--- src/rtl/vecmem_pkg.sv ---
// Shared constants for the vector load/store memory sequencer: state codes,
// opcode values, store-mux selects and the lane decode helper.
package vecmem_pkg;

  localparam int LANES  = 4;
  localparam int BYTE_W = 8;

  localparam logic OP_VLD = 1'b0;
  localparam logic OP_VST = 1'b1;

  localparam logic [2:0] MEMIN_R1 = 3'd4;

  localparam logic [2:0] S_IDLE  = 3'd0;
  localparam logic [2:0] S_XLAT  = 3'd1;
  localparam logic [2:0] S_STORE = 3'd2;
  localparam logic [2:0] S_LOAD  = 3'd3;
  localparam logic [2:0] S_LTAIL = 3'd4;
  localparam logic [2:0] S_WB    = 3'd5;

  function automatic logic [LANES-1:0] lane_onehot(input logic [1:0] lane);
    logic [LANES-1:0] vec;
    vec       = '0;
    vec[lane] = 1'b1;
    return vec;
  endfunction

endpackage

--- src/rtl/vector_mem_sequencer.sv ---
// Four-beat VLD/VST sequencer that owns the byte-wide data memory while busy;
// all outputs are decoded from the registered state and lane index.
module vector_mem_sequencer
  import vecmem_pkg::*;
(
  input  logic              clock,
  input  logic              reset,
  input  logic              start,
  input  logic              op,
  input  logic [BYTE_W-1:0] base_addr,
  output logic              busy,
  output logic              done,
  output logic [BYTE_W-1:0] mem_addr,
  output logic              mem_read,
  output logic              mem_wren,
  output logic [2:0]        mem_in_sel,
  output logic              vout_sel,
  output logic [LANES-1:0]  t_load,
  output logic              x_load,
  output logic              vrf_write
);

  logic [2:0]        state;
  logic [1:0]        idx;
  logic [BYTE_W-1:0] base;

  always_ff @(posedge clock) begin
    if (reset) begin
      state <= S_IDLE;
      idx   <= 2'd0;
      base  <= '0;
    end else begin
      case (state)
        S_IDLE: begin
          if (start) begin
            base  <= base_addr;
            idx   <= 2'd0;
            state <= (op == OP_VLD) ? S_LOAD : S_XLAT;
          end
        end
        S_LOAD: begin
          idx <= idx + 2'd1;
          if (idx == 2'd3) state <= S_LTAIL;
        end
        S_LTAIL: state <= S_WB;
        S_WB:    state <= S_IDLE;
        S_XLAT:  state <= S_STORE;
        S_STORE: begin
          idx <= idx + 2'd1;
          if (idx == 2'd3) state <= S_IDLE;
        end
        default: state <= S_IDLE;
      endcase
    end
  end

  // Read data arrives one cycle after its address, so lane loads trail by one.
  always_comb begin
    busy       = (state != S_IDLE);
    done       = 1'b0;
    mem_addr   = '0;
    mem_read   = 1'b0;
    mem_wren   = 1'b0;
    mem_in_sel = MEMIN_R1;
    vout_sel   = 1'b0;
    t_load     = '0;
    x_load     = 1'b0;
    vrf_write  = 1'b0;
    case (state)
      S_LOAD: begin
        mem_addr = base + {{(BYTE_W-2){1'b0}}, idx};
        mem_read = 1'b1;
        vout_sel = 1'b1;
        if (idx != 2'd0) t_load = lane_onehot(idx - 2'd1);
      end
      S_LTAIL: begin
        vout_sel = 1'b1;
        t_load   = lane_onehot(2'd3);
      end
      S_WB: begin
        vrf_write = 1'b1;
        done      = 1'b1;
      end
      S_XLAT: x_load = 1'b1;
      S_STORE: begin
        mem_addr   = base + {{(BYTE_W-2){1'b0}}, idx};
        mem_wren   = 1'b1;
        mem_in_sel = {1'b0, 2'd3 - idx};
        done       = (idx == 2'd3);
      end
      default: ;
    endcase
  end

endmodule

--- config.mk ---
export PLATFORM = sky130hd
export DESIGN_NAME = vector_mem_sequencer
export DESIGN_NICKNAME = d
export VERILOG_FILES = /design/src/rtl/vecmem_pkg.sv /design/src/rtl/vector_mem_sequencer.sv
export SDC_FILE = /design/constraint.sdc
export NUM_CORES = 1
export LEC_CHECK = 0
export BUFFER_PORTS_ARGS = -buffer_cell sky130_fd_sc_hd__buf_2
export CAP_MARGIN = 0
export CORE_MARGIN = 10
export CORE_UTILIZATION = 45
export CTS_BUF_LIST = sky130_fd_sc_hd__clkbuf_2 sky130_fd_sc_hd__clkbuf_4 sky130_fd_sc_hd__clkbuf_8
export DETAILED_ROUTE_END_ITERATION = 16
export MAX_ROUTING_LAYER = met4
export PLACE_DENSITY = 0.79
export SYNTH_ARGS = -nofsm -noshare
export SYNTH_HDL_FRONTEND = slang
export SYNTH_SLANG_ARGS = --single-unit
--- constraint.sdc ---
create_clock -name clock -period 1.3 [get_ports clock]
set_input_delay 0.065 -clock clock [delete_from_list [all_inputs] [get_ports clock]]
set_output_delay 0.065 -clock clock [all_outputs]
set_load 0.1 [all_outputs]
==> impl_metrics.json, run 1 <==
{
  "status": "aborted with a tool error",
  "stop_stage": "3_5_place_dp",
  "first-error": "[ERROR DPL-0033] detailed placement checks failed during check placement.",
  "synth_area_sq_um": 870,
  "io_buffers": 33,
  "synth_cells": 114,
  "dp_hpwl_mm": 4.40,
  "yosysWarnings": 0,
  "synth_cell_types": 32,
  "rows": 15,
  "synth-seq-area-share_pct": 29.9,
  "synth_top_area_share_pct": 29.9,
  "die_w_um": 64.0,
  "yosysTopAreaCell": "dfxtp_1",
  "ys_seq_elements": 13,
  "synth.avg_cell_area_sq_um": 7.63,
  "syn_nets": 134,
  "die_y_um": 64.0,
  "synth_area_leaders": "dfxtp_1 30%, ha_1 10%, a21oi_1 9.2%",
  "ios": 34,
  "initial_core_util_pct": 48.8,
  "gp_congestion": 0.821
}
[through the flow]
step / hold slack [ps] / cells
2_1_floorplan: 134 / 114
3_3_place_gp: 307 / 193
[cell usage after synthesis]
library cell / instances
nor4b_4: 1
nand2_1: 20
nand4_2: 1
and2_1: 2
a21oi_1: 16
nor2_1: 6
dfxtp_1: 13
nor3b_1: 1
xnor2_1: 1
buf_2: 4
fa_1: 1
xor2_1: 1
and3_1: 2
or4b_1: 1
inv_1: 9
nand3b_1: 1
and2b_1: 1
a21o_1: 1
o32a_1: 1
or3_1: 3
nand3_1: 5
o31ai_1: 1
and3b_1: 1
ha_1: 7
nor3_1: 2
or4_1: 1
nand2b_1: 2
a211oi_1: 1
or3_2: 1
clkbuf_1: 2
a2111oi_0: 1
o21ai_0: 4
[kinds of logic after synthesis]
logic type	Yosys count	synth area share, %
flip-flops	13	29.9
buffers and inverters	15	7.05
AND/OR/NAND/NOR	51	32.4
XOR/XNOR	2	2.01
adder cells (fa/ha/maj)	8	12.4
AO/OA/AOI/OAI	25	16.3
==> run 2: changes to the inputs <==
==> config.mk (replaced) <==
export PLATFORM = sky130hd
export DESIGN_NAME = vector_mem_sequencer
export DESIGN_NICKNAME = d
export VERILOG_FILES = /design/src/rtl/vecmem_pkg.sv /design/src/rtl/vector_mem_sequencer.sv
export SDC_FILE = /design/constraint.sdc
export NUM_CORES = 1
export LEC_CHECK = 0
export BUFFER_PORTS_ARGS = -buffer_cell sky130_fd_sc_hd__buf_2
export CAP_MARGIN = 0
export CORE_AREA = 10 10 71 73
export DETAILED_ROUTE_END_ITERATION = 16
export DIE_AREA = 0 0 81 83
export PLACE_DENSITY_LB_ADDON = 0.15
export SYNTH_ARGS = -nofsm -noshare
export SYNTH_HDL_FRONTEND = slang
export SYNTH_SLANG_ARGS = --single-unit
==> constraint.sdc (replaced) <==
create_clock -name clock -period 1.7 [get_ports clock]
set_input_delay 0.085 -clock clock [delete_from_list [all_inputs] [get_ports clock]]
set_output_delay 0.085 -clock clock [all_outputs]
set_load 0.1 [all_outputs]
==> impl_metrics.json, run 2 <==
{
  "crit_path_cell_trace": "ha_4 > a21oi_4 > or4_4 > a21oi_4 > buf_12",
  "ys.flop_type": "dfxtp_1",
  "power_leakage_nw": 0.722,
  "reg_top3": "base (8), state (3), idx (2)",
  "finalSetupViolations": 7,
  "cp_max_fo": 5,
  "synth_cells": 114,
  "violations": "setup timing",
  "final_util_pct": 49.8,
  "synth_area_sq_um": 870,
  "grt_start_max_net_pins": 15,
  "drive_above_1_share_pct": 58.8,
  "cp.required_ps": 1620,
  "clock_sinks": 13,
  "yosysWarnings": 0,
  "num_vias": 932,
  "power.switching_uw": 470,
  "end_kind": "output port",
  "insertion_delay_ps": 240,
  "hold_viol": 0,
  "synth_top_area_share_pct": 29.9,
  "synth_edf_count": 0,
  "largest_reg_flops": 8,
  "fp.coreArea_sq_um": 3630,
  "final_cell_mix": "22 x buf_12, 20 x nand2_1, 12 x buf_4",
  "ios": 34,
  "synth_cell_types": 32,
  "pwr-share-seq_pct": 30.2,
  "drc": 0,
  "io_buffers": 33,
  "die_area_sq_um": 6720,
  "yosysTopAreaCell": "dfxtp_1",
  "cts_inserted_buffers": 3,
  "async_reset_ff_share_pct": 0,
  "die_w_um": 81,
  "overflow": 0,
  "synth-seq-area-share_pct": 29.9,
  "antenna-diode-count": 0,
  "gp_congestion": 0.798,
  "fin_ws_ps": -101,
  "synth_area_leaders": "dfxtp_1 30%, ha_1 10%, a21oi_1 9.2%",
  "final_common_cell": "buf_12",
  "powerDensity_nw_per_um2": 637,
  "holdCritPathClass": "input port to flip-flop",
  "grt_first_pass_wirelength_mm": 4.68,
  "arrival_ps": 1720,
  "cts_tree": "built",
  "fin_worst_skew_ps": 5.47,
  "htreeDepth": 1,
  "rows": 22,
  "swShare_pct": 40.8,
  "dp_hpwl_mm": 2.21,
  "status": "finished, violations left",
  "combPwrFrac_pct": 45.9,
  "hold_slack_ps": 76.9,
  "slowest_stage": "or4_4",
  "routed_via_density": 4.48,
  "min_period_ps": 1800,
  "path_clk_slew_ps": 60,
  "cts.path.max_buffers": 2,
  "grt_pass1_vias": 985,
  "ant_nets": 0,
  "critical_path_buf_inv_count": 1,
  "cp-start-kind": "flip-flop",
  "tightestPinTransition_ps": 531,
  "drtIter0Drc": 16,
  "regMostFlops": "base",
  "stdcell_area_sq_um": 1810,
  "period_share_pct": 106,
  "peakVddDrop_uv": 310,
  "drtPass1Iterations": 4,
  "path_class": "flip-flop to output port",
  "maxSlewViolCount": 0,
  "synth.avg_cell_area_sq_um": 7.63,
  "crit_path_max_incr_delay_ps": 430,
  "die_y_um": 83,
  "dpl-instance-area_sq_um": 1620,
  "cpLargestDelayFamily": "simple AND/OR/NAND/NOR gates",
  "synth_commonest_cells": "20 x nand2_1, 16 x a21oi_1, 13 x dfxtp_1",
  "maxCapViolCount": 0,
  "wl_per_cell_um": 13.8,
  "nFillCells": 344,
  "nets": 181,
  "crit_path_frequent_cell": "a21oi_4",
  "antenna_found_initial": 0,
  "area_growth_pct": 108,
  "p_int_uw": 682,
  "drt_wl_total_mm": 2.87,
  "syn_nets": 134,
  "clkPwrFrac_pct": 24.0,
  "grt_setup_unrepaired": "yes",
  "ys_seq_elements": 13,
  "synth.most_common_cell": "nand2_1",
  "initial_core_util_pct": 23.9,
  "slew_headroom_pct": 64.4,
  "max_freq_ghz": 0.555,
  "clock-root-buffer": "clkbuf_8",
  "grt.total_usage_pct": 8.43
}
[run 2: layout make-up]
type                    instances  area, sq um  share of cell area, %
clock buffers                   3         41.3                   2.28
clock inverters                 1         5.00                  0.277
inverters                       9         33.8                   1.87
multi-input cells              86          777                   42.9
flip-flops and latches         13          273                   15.1
well taps                      48         60.1                   3.32
repair buffers                 48          619                   34.2
[run 2: final timing paths]
check / startpoint / end / slack (ps) / depth (start not counted)
max reg2reg: state[1]$_SDFFE_PP0P_ / idx[0]$_SDFFE_PP0P_ / 260 / 3
min: base_addr[6] / base[6]$_SDFFE_PP0P_ / 80 / 3
min reg2reg: base[0]$_SDFFE_PP0P_ / base[0]$_SDFFE_PP0P_ / 490 / 2
max: idx[1]$_SDFFE_PP0P_ / mem_addr[7] / -100 / 5
[run 2: worst min-delay path, cell delays in order]
cell     delay, ps
buf_2           90
nand2_1         40
a21oi_1         50
[run 2: metal layers]
metal / up-vias / wire length (um) / track usage [%]
li1: 476 / - / -
met1: 430 / 1170 / 9.75
met2: 24 / 1430 / 13.2
met3: 2 / 268 / 3.99
met4: 0 / 8 / 2.82
met5: - / 0 / 0
[run 2: cell families (layout without fill, tap and decap cells)]
family	after synthesis	count (layout)	share of synthesized area, %
and+or+nand+nor	51	51	32.4
AOI/OAI and AO/OA	25	25	16.3
buffers and inverters	15	61	7.05
DFF	13	13	29.9
adders and majority gates	8	8	12.4
xor gates and xnor gates	2	2	2.01
[run 2: stage by stage]
| stage | TNS, ps | cells | worst slack [ps] | power, mW |
|---|---|---|---|---|
| 5_1_grt | -701 | 208 | -146 | 1.21 |
| 4_1_cts | -514 | 204 | -128 | 1.14 |
| 3_5_place_dp | 0 | 195 | 94.4 | 0.854 |
| 6_report | -292 | 208 | -101 | 1.15 |
| 2_1_floorplan | -245 | 114 | -94.2 | 0.683 |
| 3_3_place_gp | 0 | 195 | 108 | 0.851 |
[run 2: power by group through the flow]
stage	registers, mW	clock network, mW	logic (mW)
floorplan	0.357	0	0.327
global placement	0.355	0	0.496
detailed placement	0.357	0	0.497
CTS	0.346	0.283	0.516
global route	0.350	0.302	0.559
finish	0.348	0.276	0.528
[run 2: timing repair]
item	4_1_cts	5_1_grt
buffers inserted	5	4
hold buffers	0	0
gates resized for setup	8	14
endpoints found under the setup margin	7	12
pin swaps	6	6
Power figures use the tool's default switching activity.
